[config.mk]
export PLATFORM = sky130hd
export DESIGN_NAME = pmu_event_conditioner
export DESIGN_NICKNAME = d
export VERILOG_FILES = /design/src/rtl/pmu_event_conditioner.sv
export SDC_FILE = /design/constraint.sdc
export NUM_CORES = 1
export LEC_CHECK = 0
export ABC_CLOCK_PERIOD_IN_PS = 3800
export BUFFER_PORTS_ARGS = -buffer_cell sky130_fd_sc_hd__buf_2
export CAP_MARGIN = 40
export CORE_MARGIN = 8
export CORE_UTILIZATION = 55
export CTS_BUF_LIST = sky130_fd_sc_hd__clkbuf_2 sky130_fd_sc_hd__clkbuf_4 sky130_fd_sc_hd__clkbuf_8
export DETAILED_ROUTE_END_ITERATION = 8
export PLACE_DENSITY = 0.73
export SYNTH_ARGS = -nofsm -noshare
export SYNTH_HDL_FRONTEND = slang
export SYNTH_SLANG_ARGS = --single-unit
[constraint.sdc]
create_clock -name clk_i -period 3.8 [get_ports clk_i]
set_input_delay 0.19 -clock clk_i [delete_from_list [all_inputs] [get_ports clk_i]]
set_output_delay 0.19 -clock clk_i [all_outputs]
set_load 0.01 [all_outputs]
[src/rtl/pmu_event_conditioner.sv]
// PMU event conditioner: per-output source crossbar, level/edge qualification
// and prescaling, producing registered single-cycle pulses for the PMU.
module pmu_event_conditioner #(
    parameter int unsigned N_SRC   = 32,
    parameter int unsigned N_OUT   = 9,
    parameter int unsigned PRESC_W = 8,
    localparam int unsigned IDX_W  = (N_OUT > 1) ? $clog2(N_OUT) : 1
) (
    input  logic               clk_i,
    input  logic               rstn_i,
    input  logic               enable_i,
    input  logic [N_SRC-1:0]   events_raw_i,
    input  logic               cfg_we_i,
    input  logic [IDX_W-1:0]   cfg_idx_i,
    input  logic [31:0]        cfg_wdata_i,
    output logic [31:0]        cfg_rdata_o,
    output logic [N_OUT-1:0]   events_o
);

    localparam int unsigned CFG_W = 7 + PRESC_W;

    typedef enum logic [1:0] {
        MODE_OFF   = 2'b00,
        MODE_LEVEL = 2'b01,
        MODE_RISE  = 2'b10,
        MODE_FALL  = 2'b11
    } mode_e;

    logic [N_SRC-1:0]   raw_q;
    logic [N_SRC-1:0]   raw_qq;
    logic [31:0]        cur_ext;
    logic [31:0]        prev_ext;
    logic [CFG_W-1:0]   cfg_q [N_OUT];
    logic [PRESC_W-1:0] cnt_q [N_OUT];
    logic [N_OUT-1:0]   qual;
    logic [N_OUT-1:0]   wr_sel;
    logic [31:0]        rd_word;

    // Sources above N_SRC read as constant 0 in both pipeline stages, so every
    // mode qualifies them to 0 without an explicit range check.
    always_comb begin
        cur_ext              = '0;
        prev_ext             = '0;
        cur_ext[N_SRC-1:0]   = raw_q;
        prev_ext[N_SRC-1:0]  = raw_qq;
    end

    always_comb begin
        qual = '0;
        for (int unsigned i = 0; i < N_OUT; i++) begin
            case (mode_e'(cfg_q[i][6:5]))
                MODE_LEVEL: qual[i] = cur_ext[cfg_q[i][4:0]];
                MODE_RISE:  qual[i] = cur_ext[cfg_q[i][4:0]] & ~prev_ext[cfg_q[i][4:0]];
                MODE_FALL:  qual[i] = ~cur_ext[cfg_q[i][4:0]] & prev_ext[cfg_q[i][4:0]];
                default:    qual[i] = 1'b0;
            endcase
        end
    end

    always_comb begin
        wr_sel  = '0;
        rd_word = '0;
        for (int unsigned i = 0; i < N_OUT; i++) begin
            wr_sel[i] = cfg_we_i && (cfg_idx_i == IDX_W'(i));
            if (cfg_idx_i == IDX_W'(i)) begin
                rd_word = 32'(cfg_q[i]);
            end
        end
    end

    always_ff @(posedge clk_i or negedge rstn_i) begin
        if (!rstn_i) begin
            raw_q       <= '0;
            raw_qq      <= '0;
            events_o    <= '0;
            cfg_rdata_o <= '0;
            for (int unsigned i = 0; i < N_OUT; i++) begin
                cfg_q[i] <= '0;
                cnt_q[i] <= '0;
            end
        end else begin
            raw_q       <= events_raw_i;
            raw_qq      <= raw_q;
            cfg_rdata_o <= rd_word;
            for (int unsigned i = 0; i < N_OUT; i++) begin
                if (wr_sel[i]) begin
                    cfg_q[i]    <= cfg_wdata_i[CFG_W-1:0];
                    cnt_q[i]    <= '0;
                    events_o[i] <= 1'b0;
                end else if (enable_i && qual[i]) begin
                    if (cnt_q[i] == cfg_q[i][CFG_W-1:7]) begin
                        cnt_q[i]    <= '0;
                        events_o[i] <= 1'b1;
                    end else begin
                        cnt_q[i]    <= cnt_q[i] + PRESC_W'(1);
                        events_o[i] <= 1'b0;
                    end
                end else begin
                    events_o[i] <= 1'b0;
                end
            end
        end
    end

endmodule

-- Word-level counts from Yosys, hierarchy flattened
Cells that the tools add are included.
- bits in writable memories: 0
- latch bits: 0
- memories kept: 0
- memory bits (read-only): 0
- bits in registers: 312
- input port bits: 72
- muxes and demuxes: 108
- bitwise operators: 36
- eq/ne operators: 44
- add/sub/neg operators: 9
- reduce and logical (&&, ||, !) cells: 28
- order comparisons: 9
- divide/modulo/power cells: 0
- multipliers: 0
- shifts and indexed selects: 0
- operators with widths (cell ; number):
    $mux W32 ; 8
    $mux W8 ; 27
    $bmux W1 S5 ; 18
    $add A8 B1 Y8 const B ; 9
    $eq A8 B8 Y1 ; 9
    $lt A5 B6 Y1 const B ; 9
    $mux W1 ; 45
    $eq A2 B2 Y1 const B ; 18
    $pmux W1 S3 ; 9
    $and A1 B1 Y1 ; 18
    $eq A2 B1 Y1 const B ; 9
    $logic_and A1 B1 Y1 ; 18
    $not A1 Y1 ; 18
    $reduce_bool A2 Y1 ; 9
    $eq A4 B3 Y1 const B ; 4
    $mux W15 ; 1
    $eq A4 B2 Y1 const B ; 2
    $eq A4 B1 Y1 const B ; 1
    $eq A4 B4 Y1 const B ; 1
    $logic_not A4 Y1 ; 1

-- Logic depth before layout (Yosys ltp)
- word-level depth: 10
- gate-level depth with buffers: 13

-- Worst setup path before layout
OpenSTA, ideal clock, no wires.
- kind: register -> register
- from: register cfg_q[60] (netlist bit)
- to: register cnt_q[35] (netlist bit)
- library setup time: 0.122 ns
- arrival: 2.449 ns
- stages on the path, launching flop included: 12
- path slack: 1.230 ns
- cells stage by stage: dfrtp_1 clkbuf_2 buf_6 buf_2 mux2i_1 nand3_1 a41o_1 or3b_1 o221ai_1 buf_4 o21ai_0 a32o_1
- cells in the longest elaborated chain, start to end: 7
- elaborated cells on any way between the ends: 11
- classes of those cells: mux (5); bitwise (4); reduce/logical (2)
- RTL lines (element ; line ; text):
    start, declared ; 33 ; logic [CFG_W-1:0] cfg_q [N_OUT];
    start signal, assigned by index ; 87 ; cfg_q[i] <= cfg_wdata_i[CFG_W-1:0];
    $bmux W1 S5, on equally long branches ; 52, 53, 54 ;
    $mux W1, on equally long branches ; 52, 53, 54 ;
    $not A1 Y1, on equally long branches ; 54, 53 ;
    $and A1 B1 Y1, on equally long branches ; 54, 53 ;
    $pmux W1 S3 (*) ; 51 ; case (mode_e'(cfg_q[i][6:5]))
    $logic_and A1 B1 Y1 (*) ; 90 ; end else if (enable_i && qual[i]) begin
    $reduce_bool A2 Y1 (no source line) (*) ; -- ;
    end signal, assigned by index ; 95 ; cnt_q[i] <= cnt_q[i] + PRESC_W'(1);
    end, declared ; 34 ; logic [PRESC_W-1:0] cnt_q [N_OUT];
Every way passes the cells marked *; elsewhere a longest branch is shown, timed or not. The select of a mux whose other input is x is not followed.
A chain may end at the register's enable or synchronous reset.

-- Worst setup path after layout
- from: register cfg_q[15] (netlist bit)
- to: register cnt_q[15] (netlist bit)
The elaborated chain is that of the path after synthesis.

==> results.md <==
Worst hold path:
- The path with the worst hold slack has its endpoint at cnt_q[0].
- Along the worst hold path, the cell count comes to 3.
- The launch instance of the worst min-delay path is cfg_we_i.
- The path class of the tightest hold or removal check is in2reg.

Synthesis:
- In the synthesized netlist the dominant register cell turns out to be sky130_fd_sc_hd__dfrtp_1.
- The count of flip-flops with a built-in enable after synthesis is 0.
- Synthesis inferred roughly 300 register bits.
- The number of unique standard cell types used by synthesis is 68.
- The mapped netlist covers about 19000 um^2.
- The fraction of synthesis flops using an asynchronous set or reset pin is between 90% and 100%.
- The fraction of the yosys area taken by sequential cells is a little under two fifths.
- The gate count after technology mapping is 1884.
- The Yosys warning count is 0.
- Each instance of the synthesized netlist takes up on average slightly above 10 um^2.

STA:
- The clock period minus worst slack is between 3 and 4 ns.
- The worst-case clock skew is around 0.026 ns.
- The final number of max-transition violations was 0.
- The transition at the pin with the smallest max-transition slack is slightly above 0.9 ns.
- The hold violation count in the final report is 0.
- The worst relative slew slack is between 30% and 40%.
- The worst path uses around 87% of the clock period.
- The final sum of negative setup slack is 0 ns.
- Across all setup checks in the final design, the least slack found is 0.4964 ns.
- Based on the critical path, the design can be clocked at up to approximately 300 MHz.
- Setup violations remaining at the end of the flow were counted as 0.
- Setup repair after global routing left no endpoint under its margin.

CTS:
- The total clock buffers created by CTS is 50.
- The number of gates given a new drive strength after cts is 0.
- The deepest level of the CTS H-tree is 2.
- The clock network latency to the later pin of the worst-skew pair is a little over 0.6 ns.
- The clock edge transition at the registers on the reported setup and hold paths is approximately 0.06 ns.
- TritonCTS built the clock tree.
- After clock tree synthesis, the setup repair step added 0 buffers.
- The number of sinks driven by the clock tree is just under 300.
- The cell at the root of the clock tree is sky130_fd_sc_hd__clkbuf_8.
- The number of buffers on the longest clock path is 3.

Placement:
- The worst slack at placement is 0.5504 ns.
- The quantity of I/O buffers inserted on ports is between 70 and 80.
- The congestion estimate from routability-driven global placement came to 0.9748.
- The half-perimeter wire length of the detailed placement result is slightly above 40000 um.
- Including well taps, the total number of placed cells is 2291.

Setup path:
- The required time of the critical path is ~4.3 ns.
- For the worst flop-to-flop path, the logic depth is 10.
- Setup slack on the worst reg-to-reg path comes out at approximately 0.50 ns.
- The type of element capturing the critical path is a register.
- In this run the worst path has a maximum fanout of 25.
- The end of the worst register-to-register path is cnt_q[15].
- The startpoint identified for the worst register-to-register timing path is cfg_q[15].
- STA classifies the critical path startpoint as a register.
- The arrival time at the worst endpoint is 3.84 ns.
- The critical path is of the reg2reg type.

Die:
- In this run the core area contains around 70 standard-cell rows.
- The die is ~200 um tall.
- The initial cell density of the core is roughly 56%.
- In this run the standard cell core region covers roughly 35000 um^2.
- The width of the chip is roughly 200 um.
- The floorplan step defined a die boundary enclosing ~41000 um^2.
- For this design the top-level I/O count stands at about 110.

Global routing:
- The via count of the first global-routing pass is 15620.
- The overall global routing resource usage is around 28%.
- In this run the most used layer during global routing was met2.
- After global routing the overflow that remains totals 0.
- The met1 usage in global routing is roughly 40%.
- The initial antenna violation count was 3.
- Entering global routing, the biggest net connects roughly 120 pins.
- The met2 demand-to-capacity share in global routing is ~41%.
- The first global-routing pass estimated about 92000 um of wire.
- For this run, global-route usage on met3 was measured as about 7.2%.

Layout:
- In the final design database the tool counted around 2000 nets.
- From synthesis to final layout, the design area changed by 9.533%.
- Leaving out fill and tap cells, the most frequent cells in the layout are 295 x sky130_fd_sc_hd__dfrtp_1, 237 x sky130_fd_sc_hd__nand2_1, 201 x sky130_fd_sc_hd__mux2i_1.
- Of the cells placed in the final design, the portion with a size suffix greater than 1 is between 20% and 30%.
- The most common cell after layout, fill and taps aside is sky130_fd_sc_hd__dfrtp_1.
- The filler-free cell count of the finished design is around 2400.

Route:
- The count of nets left with antenna violations once routing finished came out at 0.
- Dividing the detail-routed wire length by the instance count gives 24.64 um.
- The DRC marker count from the first detailed-route iteration is between 1500 and 2000.
- The wire length reported by the detailed router is 59720 um.
- For this run, design rule violations remaining after detail routing come to 0.
- The detailed router placed 15670 vias in this run.
- After detailed routing, the number of vias per cell comes to 6.465.
- The number of search-and-repair iterations in the first detailed-routing pass is 5.

Power and ir drop:
- The analysis attributes to cell leakage a power of 9.080 nW.
- The power density over the cells is 526.5 nW/um^2.
- The maximum vdd drop is 0.3074 mV.

Status:
- The run finished with clean final reports.

Flow run:
- The max capacitance violation total is 0.
-- metrics by stage --
step           power, mW  utilization [%]  hold slack, ns  instance area (um^2)
2_1_floorplan      7.134                -         -0.1056                 19370
5_1_grt            11.70            61.22         0.04222                 21150
3_3_place_gp       7.886            56.69          0.2978                 19580
4_1_cts            11.13            61.21        0.005194                 21140
3_5_place_dp       8.014            56.77          0.2994                 19610
6_report           11.13            61.22         0.03720                 21150
-- cells in the mapped netlist, types with 9 or more instances --
| library cell | instances | share of area (%) |
|---|---|---|
| sky130_fd_sc_hd__and3_1 | 35 | 1.1 |
| sky130_fd_sc_hd__mux2_2 | 123 | 7.2 |
| sky130_fd_sc_hd__nand2b_1 | 45 | 1.5 |
| sky130_fd_sc_hd__o21ai_0 | 63 | 1.6 |
| sky130_fd_sc_hd__buf_6 | 21 | 1.2 |
| sky130_fd_sc_hd__clkbuf_1 | 85 | 1.7 |
| sky130_fd_sc_hd__a211oi_1 | 20 | 0.78 |
| sky130_fd_sc_hd__mux4_2 | 49 | 5.7 |
| sky130_fd_sc_hd__nand3_1 | 71 | 1.8 |
| sky130_fd_sc_hd__buf_1 | 12 | 0.23 |
| sky130_fd_sc_hd__a2bb2oi_1 | 18 | 0.82 |
| sky130_fd_sc_hd__xnor2_1 | 56 | 2.5 |
| sky130_fd_sc_hd__mux2i_1 | 201 | 10 |
| sky130_fd_sc_hd__o21ai_1 | 20 | 0.52 |
| sky130_fd_sc_hd__xor2_1 | 16 | 0.73 |
| sky130_fd_sc_hd__buf_2 | 30 | 0.78 |
| sky130_fd_sc_hd__a221oi_1 | 14 | 0.64 |
| sky130_fd_sc_hd__nand2_1 | 237 | 4.6 |
| sky130_fd_sc_hd__a21oi_1 | 22 | 0.57 |
| sky130_fd_sc_hd__ha_1 | 9 | 0.58 |
| sky130_fd_sc_hd__nand4_1 | 19 | 0.62 |
| sky130_fd_sc_hd__o31ai_2 | 9 | 0.58 |
| sky130_fd_sc_hd__a22oi_1 | 49 | 1.9 |
| sky130_fd_sc_hd__nor2b_1 | 49 | 1.6 |
| sky130_fd_sc_hd__o211ai_1 | 63 | 2.4 |
| sky130_fd_sc_hd__nor2_1 | 83 | 1.6 |
| sky130_fd_sc_hd__buf_4 | 23 | 0.89 |
| sky130_fd_sc_hd__dfrtp_1 | 295 | 38 |
-- critical path: stages (launching register included) --
cell and delay, ns:
sky130_fd_sc_hd__dfrtp_1 0.57, sky130_fd_sc_hd__buf_4 0.43, sky130_fd_sc_hd__mux2i_1 0.13, sky130_fd_sc_hd__a22oi_1 0.21, sky130_fd_sc_hd__nand2_1 0.06, sky130_fd_sc_hd__o21ai_0 0.58
sky130_fd_sc_hd__o21a_1 0.20, sky130_fd_sc_hd__a221oi_2 0.07, sky130_fd_sc_hd__buf_4 0.18, sky130_fd_sc_hd__or3_1 0.53, sky130_fd_sc_hd__o31ai_4 0.25
-- area by class of cell --
class	instances	area (um^2)
tap	455	569.3
fill	2906	13400
multi-input combinational	1416	10860
inverter	6	22.52
antenna	1	2.502
sequential	295	7382
clock buffer	69	880.8
timing repair buffer	168	1269
clock inverter	14	162.7
-- timing repair --
item,CTS,global route
setup endpoints to repair,0,0
endpoints found under the hold margin,208,0
hold buffers,49,0
-- sequential cells by signal (all words and copies together) (netlist names) --
signal and count:
events_o 9, cfg_q 135, cur_ext 32, cnt_q 72
cfg_rdata_o 15, prev_ext 32
-- worst max path at each step --
stage / cells past startpoint / from / endpoint / slack [ns]
after floorplan: 11 / cfg_q[60] / cnt_q[35] / 1.23
after global placement: 8 / cfg_q[0] / cnt_q[0] / 0.50
after detailed placement: 10 / cfg_q[15] / cnt_q[15] / 0.55
after CTS: 10 / cfg_q[15] / cnt_q[15] / 0.55
after global routing: 9 / cfg_q[105] / cnt_q[59] / 0.38
final: 10 / cfg_q[15] / cnt_q[15] / 0.50
-- routing by layer --
metal / vias up / wire (um)
li1: 6987 / -
met1: 7814 / 25810
met2: 722 / 25840
met3: 149 / 5857
met4: 0 / 2224
met5: - / 0
-- power breakdown --
| part | leakage, nW | internal, mW | switching [mW] |
|---|---|---|---|
| registers | 3.72 | 3.63 | 0.898 |
| clock network | 0.559 | 1.70 | 1.36 |
| logic | 4.80 | 1.76 | 1.78 |
| total | 9.08 | 7.09 | 4.04 |
-- cell families after synthesis --
logic type	after synthesis	synth area share, %
DFF	295	38.24
buffers and inverters	189	5.833
xor gates and xnor gates	72	3.266
AOI/OAI and AO/OA	347	13.45
and+or+nand+nor	593	15.01
adders and majority gates	9	0.5833
muxes	378	23.60
other	1	0.01942
(Power assumes the default switching activity.)
